<file path="config.mk">
export PLATFORM = sky130hd
export DESIGN_NAME = mem_rw_ctrl
export DESIGN_NICKNAME = d
export VERILOG_FILES = /design/src/rtl/mem_rw_ctrl.sv
export SDC_FILE = /design/constraint.sdc
export NUM_CORES = 1
export LEC_CHECK = 0
export BUFFER_PORTS_ARGS = -buffer_cell sky130_fd_sc_hd__buf_2
export CORE_MARGIN = 2
export CORE_UTILIZATION = 55
export DETAILED_ROUTE_END_ITERATION = 7
export GPL_ROUTABILITY_DRIVEN = 0
export PLACE_DENSITY = 0.78
export SLEW_MARGIN = 0
export SYNTH_ARGS = -nofsm -noshare
export SYNTH_HDL_FRONTEND = slang
export SYNTH_SLANG_ARGS = --single-unit
</file>
<file path="constraint.sdc">
create_clock -name clk -period 2.85 [get_ports clk]
set_input_delay 0.1425 -clock clk [delete_from_list [all_inputs] [get_ports clk]]
set_output_delay 0.1425 -clock clk [all_outputs]
set_load 0.02 [all_outputs]
</file>
<file path="src/rtl/mem_rw_ctrl.sv">
// Single-port RAM that sweeps every entry to CLEAR_VAL after reset, then serves reads in 1 or 2 cycles.
// Out-of-range writes are dropped and out-of-range reads return zero.
module mem_rw_ctrl #(
    parameter int                    DATA_WIDTH = 8,
    parameter int                    ADDR_WIDTH = 4,
    parameter int                    MEM_DEPTH  = 1 << ADDR_WIDTH,
    parameter int                    RD_LATENCY = 1,
    parameter int                    RDW_MODE   = 0,
    parameter logic [DATA_WIDTH-1:0] CLEAR_VAL  = '0
) (
    input  logic                  clk,
    input  logic                  rst,
    input  logic                  wr,
    input  logic                  rd,
    input  logic [ADDR_WIDTH-1:0] addr,
    input  logic [DATA_WIDTH-1:0] din,
    output logic [DATA_WIDTH-1:0] dout,
    output logic                  rd_valid,
    output logic                  busy
);
    typedef enum logic {CLEAR, READY} state_t;

    localparam logic [ADDR_WIDTH-1:0] LAST_IDX = ADDR_WIDTH'(MEM_DEPTH - 1);

    state_t                state;
    state_t                state_nxt;
    logic [ADDR_WIDTH-1:0] cnt;
    logic [ADDR_WIDTH-1:0] cnt_nxt;
    logic                  clr_we;
    logic                  in_range;
    logic                  rd_acc;
    logic                  wr_acc;
    logic [DATA_WIDTH-1:0] rd_word;
    logic [DATA_WIDTH-1:0] mem [MEM_DEPTH];

    generate
        if (MEM_DEPTH == (1 << ADDR_WIDTH)) begin : g_full
            assign in_range = 1'b1;
        end else begin : g_part
            assign in_range = (addr <= LAST_IDX);
        end
    endgenerate

    always_ff @(posedge clk or posedge rst) begin
        if (rst) begin
            state <= CLEAR;
            cnt   <= '0;
        end else begin
            state <= state_nxt;
            cnt   <= cnt_nxt;
        end
    end

    always_comb begin
        state_nxt = state;
        cnt_nxt   = cnt;
        clr_we    = 1'b0;
        busy      = 1'b0;
        case (state)
            CLEAR: begin
                busy    = 1'b1;
                clr_we  = 1'b1;
                cnt_nxt = cnt + 1'b1;
                if (cnt == LAST_IDX) begin
                    state_nxt = READY;
                end
            end
            default: ;
        endcase
    end

    assign rd_acc = rd && !busy;
    assign wr_acc = wr && !busy && in_range;

    // The array is read before this edge's write lands, so old data is the natural result.
    always_comb begin
        rd_word = '0;
        if (in_range) begin
            if (wr && (RDW_MODE != 0)) begin
                rd_word = din;
            end else begin
                rd_word = mem[addr];
            end
        end
    end

    always_ff @(posedge clk) begin
        if (clr_we) begin
            mem[cnt] <= CLEAR_VAL;
        end else if (wr_acc) begin
            mem[addr] <= din;
        end
    end

    generate
        if (RD_LATENCY == 2) begin : g_lat2
            logic                  s1_vld;
            logic [DATA_WIDTH-1:0] s1_dat;

            always_ff @(posedge clk or posedge rst) begin
                if (rst) begin
                    s1_vld   <= 1'b0;
                    s1_dat   <= '0;
                    dout     <= '0;
                    rd_valid <= 1'b0;
                end else begin
                    s1_vld   <= rd_acc;
                    rd_valid <= s1_vld;
                    if (rd_acc) begin
                        s1_dat <= rd_word;
                    end
                    if (s1_vld) begin
                        dout <= s1_dat;
                    end
                end
            end
        end else begin : g_lat1
            always_ff @(posedge clk or posedge rst) begin
                if (rst) begin
                    dout     <= '0;
                    rd_valid <= 1'b0;
                end else begin
                    rd_valid <= rd_acc;
                    if (rd_acc) begin
                        dout <= rd_word;
                    end
                end
            end
        end
    endgenerate
endmodule
</file>
=== After elaboration in Yosys (flattened, before gate mapping) ===
Memory sizes are Yosys's and may differ from the RTL's. A register that Yosys moved wholly into a read port is not among the register bits.
Index checks and enable logic that the tools add are counted.

* Mux-type cells: 9
* Reduce and logical (&&, ||, !) cells: 3
* Equality and inequality tests: 1
* $add $sub $neg: 1

{| class="wikitable"
|+ Operator list
! kind !! number
|-
| $mux W8 || 1
|-
| $reduce_or A8 Y1 || 1
|-
| $mux W1 || 7
|-
| $add A4 B1 Y4 const B || 1
|-
| $eq A4 B4 Y1 const B || 1
|-
| $mux W4 || 1
|-
| $logic_and A1 B1 Y1 || 2
|}

* Logic and storage cells: 18
* Bits in registers: 6
* Output and inout port bits: 10
* Bits in writable memories: 128
* Memories kept: 1

{| class="wikitable"
|+ Memories
! name !! words !! bits a word !! rd ports !! clocked after Yosys merged registers in !! write ports !! line !! source
|-
| mem || 16 || 8 || 1 || 1 || 1 || 34 || <nowiki>logic [DATA_WIDTH-1:0] mem [MEM_DEPTH];</nowiki>
|}

=== Longest topological paths before layout ===
Gate-level depths: netlist of run 1.

* Depth after elaboration: 6
* Depth in mapped cells: 7
* Depth with buffers taken out: 4

=== Least setup slack after synthesis of run 1 ===
OpenSTA, ideal clock, no wires.

* Path kind: reg-to-reg
* From: reg state
* To: mem mem[2][0], enable pin
* Slack: 1.097 ns
* Cell stages (with the launch flop): 6
* Period minus slack after synthesis: 1.753 ns
* Arrival time: 1.382 ns
* Setup time: 0.370 ns
* Required time: 2.480 ns
* Buffers on the path: 1
* Cells stage by stage: dfrtp_1 > buf_4 > nand2_1 > nor3b_2 > a31oi_4 > nor2_1

* Longest elaborated chain between the ends: 6
* Elaborated cells on any way between the ends: 8
* Those cells by class: mux: 6; reduce/logical: 2

{| class="wikitable"
|+ Ends and longest elaborated chain
! element !! line !! source
|-
| start, declared || 25 || <nowiki>state_t state;</nowiki>
|-
| start signal, assigned || 49 || <nowiki>state <= state_nxt;</nowiki>
|-
| $logic_and A1 B1 Y1 || 73 || <nowiki>assign wr_acc = wr && !busy && in_range;</nowiki>
|-
| $mux W1 || 90 || <nowiki>end else if (wr_acc) begin</nowiki>
|-
| $mux W1 || 88 || <nowiki>if (clr_we) begin</nowiki>
|-
| $mux W1 (not written as such) || 91 || <nowiki>mem[addr] <= din;</nowiki>
|-
| $reduce_or A8 Y1 (no line) || - ||
|-
| $mux W4 (no line) / $mux W1 (equally long branches) || - ||
|-
| end, declared || 34 ||
|}

Several ways; a longest one is shown, not always the timed one.

=== Worst setup path after layout of run 1 ===
* From: reg state
* To: mem mem[13][1], enable pin

Same word-level chain as after synthesis.

==> results of run 1 <==
placed cells by master, fill, tap and decap left out, drive strengths merged:
master,Yosys,routed
a21oi,1,1
xnor2,3,3
nor2,22,22
a31oi,6,6
a22oi,24,24
and2,1,1
inv,5,6
nand3,18,18
clkinvlp,0,4
dfrtp,14,14
ha,1,1
nand2,29,29
buf,17,29
dlygate4sd3,0,1
clkinv,0,4
nor3,2,2
and3,9,9
nor2b,3,3
nand4,9,9
bufinv,0,5
mux2i,64,64
a32oi,1,1
edfxtp,128,128
mux2,1,1
clkbuf,3,18
nor3b,3,3
registers in the layout, indices dropped and copies added (netlist names):
| name | cells |
|---|---|
| mem | 128 |
| state | 1 |
| rd_valid | 1 |
| dout | 8 |
| cnt | 4 |
how the worst max path moves through the flow:
| stage | from | end | slack [ns] | depth (start not counted) |
|---|---|---|---|---|
| after CTS | state | mem[5][1] | 0.39 | 4 |
| after floorplan | state | mem[2][0] | 1.10 | 5 |
| after global routing | state | mem[9][4] | 0.13 | 4 |
| after global placement | state | mem[9][0] | 0.63 | 4 |
| after detailed placement | state | mem[5][7] | 0.53 | 4 |
| final | state | mem[13][1] | 0.35 | 4 |
layer usage:
layer  wire length, µm  vias to the layer above  part of all wire (%)
met5                 0                        -                     0
met4               344                        0                   2.7
met3              1310                       33                    10
met2              6110                      215                    49
met1              4810                     1629                    38
li1                  -                     1455                     -
synth_stat cells (all sizes together):
cell type,number
edfxtp,128
mux2i,64
nand2,29
a22oi,24
nor2,22
nand3,18
buf,17
dfrtp,14
and3,9
nand4,9
a31oi,6
inv,5
clkbuf,3
nor2b,3
nor3b,3
xnor2,3
nor3,2
a21oi,1
a32oi,1
and2,1
ha,1
mux2,1
power groups by stage:
stage          clock network, mW  registers [mW]  logic, mW
6_report                    2.35            2.31      0.265
4_1_cts                     2.36            2.31      0.264
5_1_grt                     2.46            2.31      0.283
3_3_place_gp                   0            2.35      0.252
3_5_place_dp                   0            2.35      0.259
2_1_floorplan                  0            2.37      0.167
worst register-to-register path, cell delays in order, from the launching register on:
cell,delay (ns)
dfrtp_1,0.65
nand2_1,0.39
nor3b_1,0.34
a31oi_1,0.16
nor2_1,0.59
what timing repair did:
action                    4_1_cts  5_1_grt
hold endpoints to repair       14        0
hold buffers                    1        0
setup buffers                   0        0
area by class of cell:
cell class / instances / area, µm²
Sequential cell: 142 / 4190
Fill cell: 697 / 3690
Multi-Input combinational cell: 197 / 1440
Clock buffer: 18 / 418
Clock inverter: 14 / 216
Tap cell: 136 / 170
Timing Repair Buffer: 30 / 168
Inverter: 5 / 18.8
metrics by stage:
stage,total power [mW],utilization [%],hold WS [ns],area [µm²]
global placement,2.60,58.0,0.250,5980
global route,5.05,64.2,0.0495,6630
detailed placement,2.61,58.0,0.269,5980
CTS,4.93,64.2,0.0425,6630
floorplan,2.53,-,0.0317,5850
finish,4.92,64.2,0.0633,6630
logic make-up (layout without fill, tap and decap cells):
family,count (synthesis),after routing
flip-flops,142,142
AND/OR/NAND/NOR,96,96
multiplexers,65,65
AO/OA/AOI/OAI,32,32
buffers and inverters,25,67
XOR/XNOR,3,3
adder cells (fa/ha/maj),1,1
==> impl_metrics.ini, run 1 <==
[power_and_ir_drop]
p_per_area_nw_per_um2 = 743
power_leakage_nw = 2.59
vdd_ir_drop_max_mv = 0.463
pwr-share-seq_pct = 46.9
netSwitchingPower_mw = 1.04
p_int_mw = 3.89
clock_power_share_pct = 47.7
comb_power_share_pct = 5.4
netSwitchingFraction_pct = 21.0

[detailed_routing]
vias_per_cell = 6.15
dr.pass1.iters = 6
drc_errors = 0
via_count = 3332
drtAntennaViolNets = 0
drtIter0Drc = 463
drt-total-wl_mm = 12.6
avgRoutedWirePerCell_um = 23.2

[layout]
instances_no_fill = 542
area_delta_synth_final_pct = 13.3
nets = 410
antennaDiodeCount = 0
drive_gt1_share_pct = 18.2

[sta]
fmax_mhz = 400
finalSetupViolCount = 0
fin_crit_sh_pct = 87.8
max_slew.worst_pin.slew_ns = 0.924
tns_ns = 0
report.final.slew_viol_count = 0
max-slew-margin-rel_pct = 38.2
clock_skew_ns = 0.00471
layout_setup_ws_ns = 0.348
finalHoldViolCount = 0
rsz0062_at_grt = false
post-route-min-period_ns = 2.50

[critical_path]
slowest_stage = dfrtp_1
critPathMaxStageDelay_ns = 0.65
worst_ep_required_time_ns = 3.01
crit_path_start_kind = flip-flop
cp_max_fo = 18
reg2regPathDepth = 4
path_class = flip-flop to flip-flop
critPathTopFamily = simple AND/OR/NAND/NOR gates
worstPathArrival_ns = 2.66
r2r_start = state
crit_path_end_kind = flip-flop
rrSetupSlack_ns = 0.35
crit_buf_inv = 0
cp_cell_sequence = nand2_1 -> nor3b_1 -> a31oi_1 -> nor2_1
r2r_end = mem[13][1]

[global_routing]
use_met2_pct = 36.6
gr-max-usage-layer = met2
overflow = 0
grt_start_max_net_pins = 32
grt_pass1_wl_mm = 18.7
grt_usage_pct = 23.4
grt_pass1_vias = 3198
antenna_found_initial = 0
use_met3_pct = 7.90
met1_usage_pct = 31.0

[yosys]
ys_types = 33
yosys_warnings = 0
synth.area.top_cells = edfxtp_1, mux2i_1, dfrtp_1
netlist_instances = 364
ys_ff_latch = 142
synth.avg_cell_area_um2 = 16.1
synth_top_area_share_pct = 65.7
synthMuxAreaShare_pct = 11.1
synth_top_family_by_area = multiplexers
synthSimpleGateAreaFrac_pct = 7.93
synth_area_leader_cell = edfxtp_1
synth_fp_nets = 381
synth_fa_ha_area_share_pct = 0.214
synth-xor-area-share_pct = 0.449
netlist_area_um2 = 5850
synth_compound_area_share_pct = 4.94
ys_seq_area_share_pct = 71.7

[clock_network]
htreeDepth = 4
clockRootBuffer = clkbuf_8
cts.sinks = 142
clk_pin_slew_worst_paths_ns = 0.06
clock_path_buffers = 2
insertion_delay_ns = 0.53
cts_buffers = 17
cts_tree = done
cts.repair.resized = 0

[outcome]
outcome = finished, final reports clean

[worst_hold_path]
hold_path_startpoint = rd
min_to = rd_valid
whs_path_depth = 3
hp-class = input port to flip-flop

[place]
dp_slack_ns = 0.526
dp_cells = 509
dp_hpwl_mm = 7.81
place.port_buffers = 25

[floorplan]
std_cell_rows = 37
die_h_um = 107
fp.dieW_um = 107
core_um2 = 10300
dieArea_um2 = 11500
io-pin-count = 26
start_util_pct = 56.7

[run]
maxCapViolations = 0
No activity file was read; power rests on OpenSTA's default activity.
==> run 2, diff against run 1 <==
--- a/config.mk
+++ b/config.mk
@@ -11,6 +11,7 @@
 export DETAILED_ROUTE_END_ITERATION = 7
 export GPL_ROUTABILITY_DRIVEN = 0
 export PLACE_DENSITY = 0.78
+export REMOVE_ABC_BUFFERS = 1
 export SLEW_MARGIN = 0
 export SYNTH_ARGS = -nofsm -noshare
 export SYNTH_HDL_FRONTEND = slang
==> run 2 against run 1 <==
Compared with the run above:
- largest power group is now sequential cells
- register-to-register slack improved by 0.08 ns
- power fell by 1.9%
- global-route usage fell by 1.5 points
==> impl_metrics.ini, run 2 (same netlist as run 1, synthesis figures left out) <==
[critical_path]
rrSetupSlack_ns = 0.43
crit_path_start_kind = flip-flop
worstPathArrival_ns = 2.56
cp_max_fo = 18
r2r_start = state
worstSetupStartpoint = state
path_class = flip-flop to flip-flop
crit_path_end_kind = flip-flop
reg2regPathDepth = 4
worst_ep_required_time_ns = 2.99

[worst_hold_path]
hold_path_startpoint = rd
hp-class = input port to flip-flop
whs_path_depth = 3

[sta]
post-route-min-period_ns = 2.42
fmax_mhz = 413
max-slew-margin-rel_pct = 39.9
fin_crit_sh_pct = 85.0
tns_ns = 0
report.final.slew_viol_count = 0
finalSetupViolCount = 0
clock_skew_ns = 0.00917
finalHoldViolCount = 0
layout_setup_ws_ns = 0.427
rsz0062_at_grt = false
max_slew.worst_pin.slew_ns = 0.901

[detailed_routing]
drt-total-wl_mm = 11.9
drtIter0Drc = 346
drc_errors = 0
via_count = 3231
drtAntennaViolNets = 0
avgRoutedWirePerCell_um = 22.0
vias_per_cell = 5.98
dr.pass1.iters = 7

[place]
dp_hpwl_mm = 7.66
place.port_buffers = 25
dp_slack_ns = 0.467

[layout]
nets = 408
reg.largest.list = mem: 128 flops, dout: 8 flops, cnt: 4 flops
antennaDiodeCount = 0
layout_commonest_cell = edfxtp_1
drive_gt1_share_pct = 17.3
largest_reg_flops = 128
fin_util_pct = 64.0
top_register = mem
final_cell_mix = edfxtp_1, mux2i_1, nand2_1
area_delta_synth_final_pct = 12.9
fillers = 704

[clock_network]
cts_buffers = 17
htreeDepth = 4
post_cts_buffers = 0
clockRootBuffer = clkbuf_8
cts.sinks = 142
clk_pin_slew_worst_paths_ns = 0.06
insertion_delay_ns = 0.51
clock_path_buffers = 2
cts_tree = done

[floorplan]
start_util_pct = 56.7
std_cell_rows = 37
core_um2 = 10300
dieArea_um2 = 11500
io-pin-count = 26
fp.dieW_um = 107
die_h_um = 107

[run]
maxCapViolations = 0

[global_routing]
grt_start_max_net_pins = 49
grt_pass1_wl_mm = 17.7
overflow = 0
grt_usage_pct = 21.9
antenna_found_initial = 0
grt_pass1_vias = 3188

[outcome]
outcome = finished, final reports clean

[power_and_ir_drop]
power_leakage_nw = 2.58
p_per_area_nw_per_um2 = 731
vdd_ir_drop_max_mv = 0.412
==> run 2: per-layer routing <==
metal | global-route usage, % | routed length [µm] | vias up
met5 | 0 | 0 | -
met4 | 8.07 | 209 | 0
met3 | 7.60 | 889 | 19
met2 | 32.0 | 5560 | 151
met1 | 30.6 | 5210 | 1610
li1 | - | - | 1451
==> run 2: final timing paths <==
path	end
min in group asynchronous	cnt[1]
max in group asynchronous	dout[5]
setup / recovery	mem[2][3]
hold / removal	rd_valid
hold reg to reg	dout[6]
setup reg to reg	mem[2][3]
==> run 2: area by class of cell <==
cell class	instances	area [µm²]	area share (%)
Clock inverter	10	163	2.46
Sequential cell	142	4190	63.5
Timing Repair Buffer	28	165	2.50
Inverter	5	18.8	0.284
Multi-Input combinational cell	197	1440	21.9
Tap cell	136	170	2.58
Clock buffer	22	453	6.85
==> run 2: timing repair <==
action                    CTS  global route
gates resized for setup     0             0
hold buffers                1             0
hold endpoints to repair   14             0
==> run 2: report_power, final <==
group | leakage, nW | internal (mW) | switching (mW) | total [mW]
clock | 0.295 | 1.47 | 0.792 | 2.26
combinational | 0.792 | 0.0820 | 0.180 | 0.262
sequential | 1.49 | 2.30 | 0.0110 | 2.31
==> run 2: worst max-delay path, stage by stage, from the launching register on <==
cell	delay, ns
dfrtp_1	0.64
nand2_1	0.37
nor3b_2	0.36
a31oi_4	0.08
nor2_1	0.60
==> run 2: per-stage QoR <==
| step | hold slack, ns | power [mW] | area (µm²) | instances |
|---|---|---|---|---|
| global placement | 0.246 | 2.60 | 5980 | 507 |
| finish | 0.0598 | 4.83 | 6610 | 540 |
| floorplan | 0.0317 | 2.49 | 5660 | 344 |
| detailed placement | 0.281 | 2.61 | 5980 | 507 |
| global route | 0.0445 | 4.95 | 6610 | 540 |
| CTS | 0.0252 | 4.84 | 6610 | 540 |
==> run 3, diff against run 2 <==
--- a/config.mk
+++ b/config.mk
@@ -10,6 +10,7 @@
 export CORE_UTILIZATION = 55
 export DETAILED_ROUTE_END_ITERATION = 7
 export GPL_ROUTABILITY_DRIVEN = 0
+export HOLD_SLACK_MARGIN = 0.06
 export PLACE_DENSITY = 0.78
 export REMOVE_ABC_BUFFERS = 1
 export SLEW_MARGIN = 0
==> constraint.sdc (replaced) <==
create_clock -name clk -period 2.85 [get_ports clk]
set_input_delay 0.1425 -clock clk [delete_from_list [all_inputs] [get_ports clk]]
set_output_delay 0.1425 -clock clk [all_outputs]
set_load 0.05 [all_outputs]
==> run 3 against run 2 <==
Compared with the run above:
- sequential power about the same
- clock-buffer cell count is the same
- first-iteration DRC count up 2.9%
- clock power is essentially flat
- power up 0.88%
- utilization grew 0.097 points
- global-route usage stayed put
- sequential cell count is the same
- design area increased by 0.15%
- maximum frequency grew 0.13%
- routed wire length increased by 0.49%
- critical path depth did not move
- critical endpoint is now mem[2][1]
==> impl_metrics.ini, run 3 (same netlist as run 1, synthesis figures left out) <==
[outcome]
outcome = finished, final reports clean

[clock_network]
post_cts_buffers = 0
cts_buffers = 17
cts.sinks = 142
cts.repair.resized = 0
insertion_delay_ns = 0.52
clock_path_buffers = 2
cts_tree = done
clockRootBuffer = clkbuf_8
htreeDepth = 4
clk_pin_slew_worst_paths_ns = 0.06

[sta]
clock_skew_ns = 0.00694
rsz0062_at_grt = false
fin_crit_sh_pct = 84.9
report.final.slew_viol_count = 0
fmax_mhz = 413
post-route-min-period_ns = 2.42
tns_ns = 0
max-slew-margin-rel_pct = 38.9
max_slew.worst_pin.slew_ns = 0.915
finalHoldViolCount = 0
finalSetupViolCount = 0

[floorplan]
std_cell_rows = 37
dieArea_um2 = 11500
start_util_pct = 56.7
die_h_um = 107
io-pin-count = 26
fp.dieW_um = 107
core_um2 = 10300

[critical_path]
worstSetupStartpoint = state
reg2regPathDepth = 4
path_class = flip-flop to flip-flop
r2r_end = mem[2][1]
cp_max_fo = 18
rrSetupSlack_ns = 0.43
r2r_start = state
worstSetupEndpoint = mem[2][1]
worst_ep_required_time_ns = 3.00
worstPathArrival_ns = 2.57
crit_path_start_kind = flip-flop
crit_path_end_kind = flip-flop

[power_and_ir_drop]
power_leakage_nw = 2.58
p_per_area_nw_per_um2 = 736
vdd_ir_drop_max_mv = 0.412

[place]
place.port_buffers = 25
dp_hpwl_mm = 7.66

[layout]
top_register = mem
multiInputGateArea_um2 = 1440
nets = 409
reg.largest.list = mem: 128 flops, dout: 8 flops, cnt: 4 flops
antennaDiodeCount = 0
regArea_um2 = 4190
fillers = 704
final_cell_mix = edfxtp_1, mux2i_1, nand2_1
layout_commonest_cell = edfxtp_1
largest_reg_flops = 128
fin_util_pct = 64.1
area_delta_synth_final_pct = 13.1
drive_gt1_share_pct = 17.3

[global_routing]
overflow = 0
grt_pass1_wl_mm = 17.7
antenna_found_initial = 0
grt_start_max_net_pins = 49
grt_pass1_vias = 3188
grt_usage_pct = 21.9

[worst_hold_path]
hp-class = input port to flip-flop

[detailed_routing]
dr.pass1.iters = 8
drtAntennaViolNets = 0
drt-total-wl_mm = 11.9
vias_per_cell = 6.05
drc_errors = 0
via_count = 3271
avgRoutedWirePerCell_um = 22.0
drtIter0Drc = 356

[run]
maxCapViolations = 0
run 3: changes by cell type in the layout (fill, tap and decap cells not counted):
| cell | delta |
|---|---|
| dlygate4sd3_1 | +1 |
run 3: critical path, stage by stage (launching register included):
cell and delay, ns:
dfrtp_1 0.64, nand2_1 0.37, nor3b_2 0.36, a31oi_4 0.08, nor2_1 0.60
run 3: cell type report:
cell class	count	share of cell area, %
clock inverters	10	2.46
multi-input cells	197	21.8
repair buffers	29	2.65
inverters	5	0.284
clock buffers	22	6.84
well taps	136	2.57
flip-flops and latches	142	63.4
run 3: report_power, final:
part / internal [mW] / switching (mW)
logic: 0.0830 / 0.218
registers: 2.30 / 0.0110
clock network: 1.47 / 0.795
run 3: how the worst min path moves through the flow:
stage               to  depth (start not counted)  startpoint  slack, ns
2_1_floorplan   cnt[0]                          1         rst       0.03
3_3_place_gp    cnt[1]                          2         rst       0.25
3_5_place_dp    cnt[1]                          2         rst       0.28
4_1_cts        dout[1]                          4     addr[3]       0.13
5_1_grt        dout[7]                          4     addr[3]       0.18
6_report       dout[1]                          4     addr[3]       0.15
run 3: repair_timing:
action                     CTS  global route
hold buffers                 2             0
hold endpoints to repair    15             0
setup endpoints to repair    0             0
run 3: layer usage:
metal	GRT usage, %	vias to the layer above	part of all wire (%)
li1	-	1453	-
met1	30.6	1607	43
met2	32.0	181	46
met3	7.60	30	8.2
met4	8.07	0	2.3
met5	0	-	0
run 3: metrics by stage:
stage	total power, mW	cell area, µm²	hold WS [ns]	setup slack (ns)	instances
after floorplan	2.53	5660	0.0317	0.800	344
after global placement	2.64	5980	0.246	0.621	507
after global routing	4.99	6620	0.179	0.261	541
final	4.87	6620	0.152	0.430	541
after detailed placement	2.65	5980	0.281	0.467	507
after CTS	4.88	6620	0.132	0.460	541
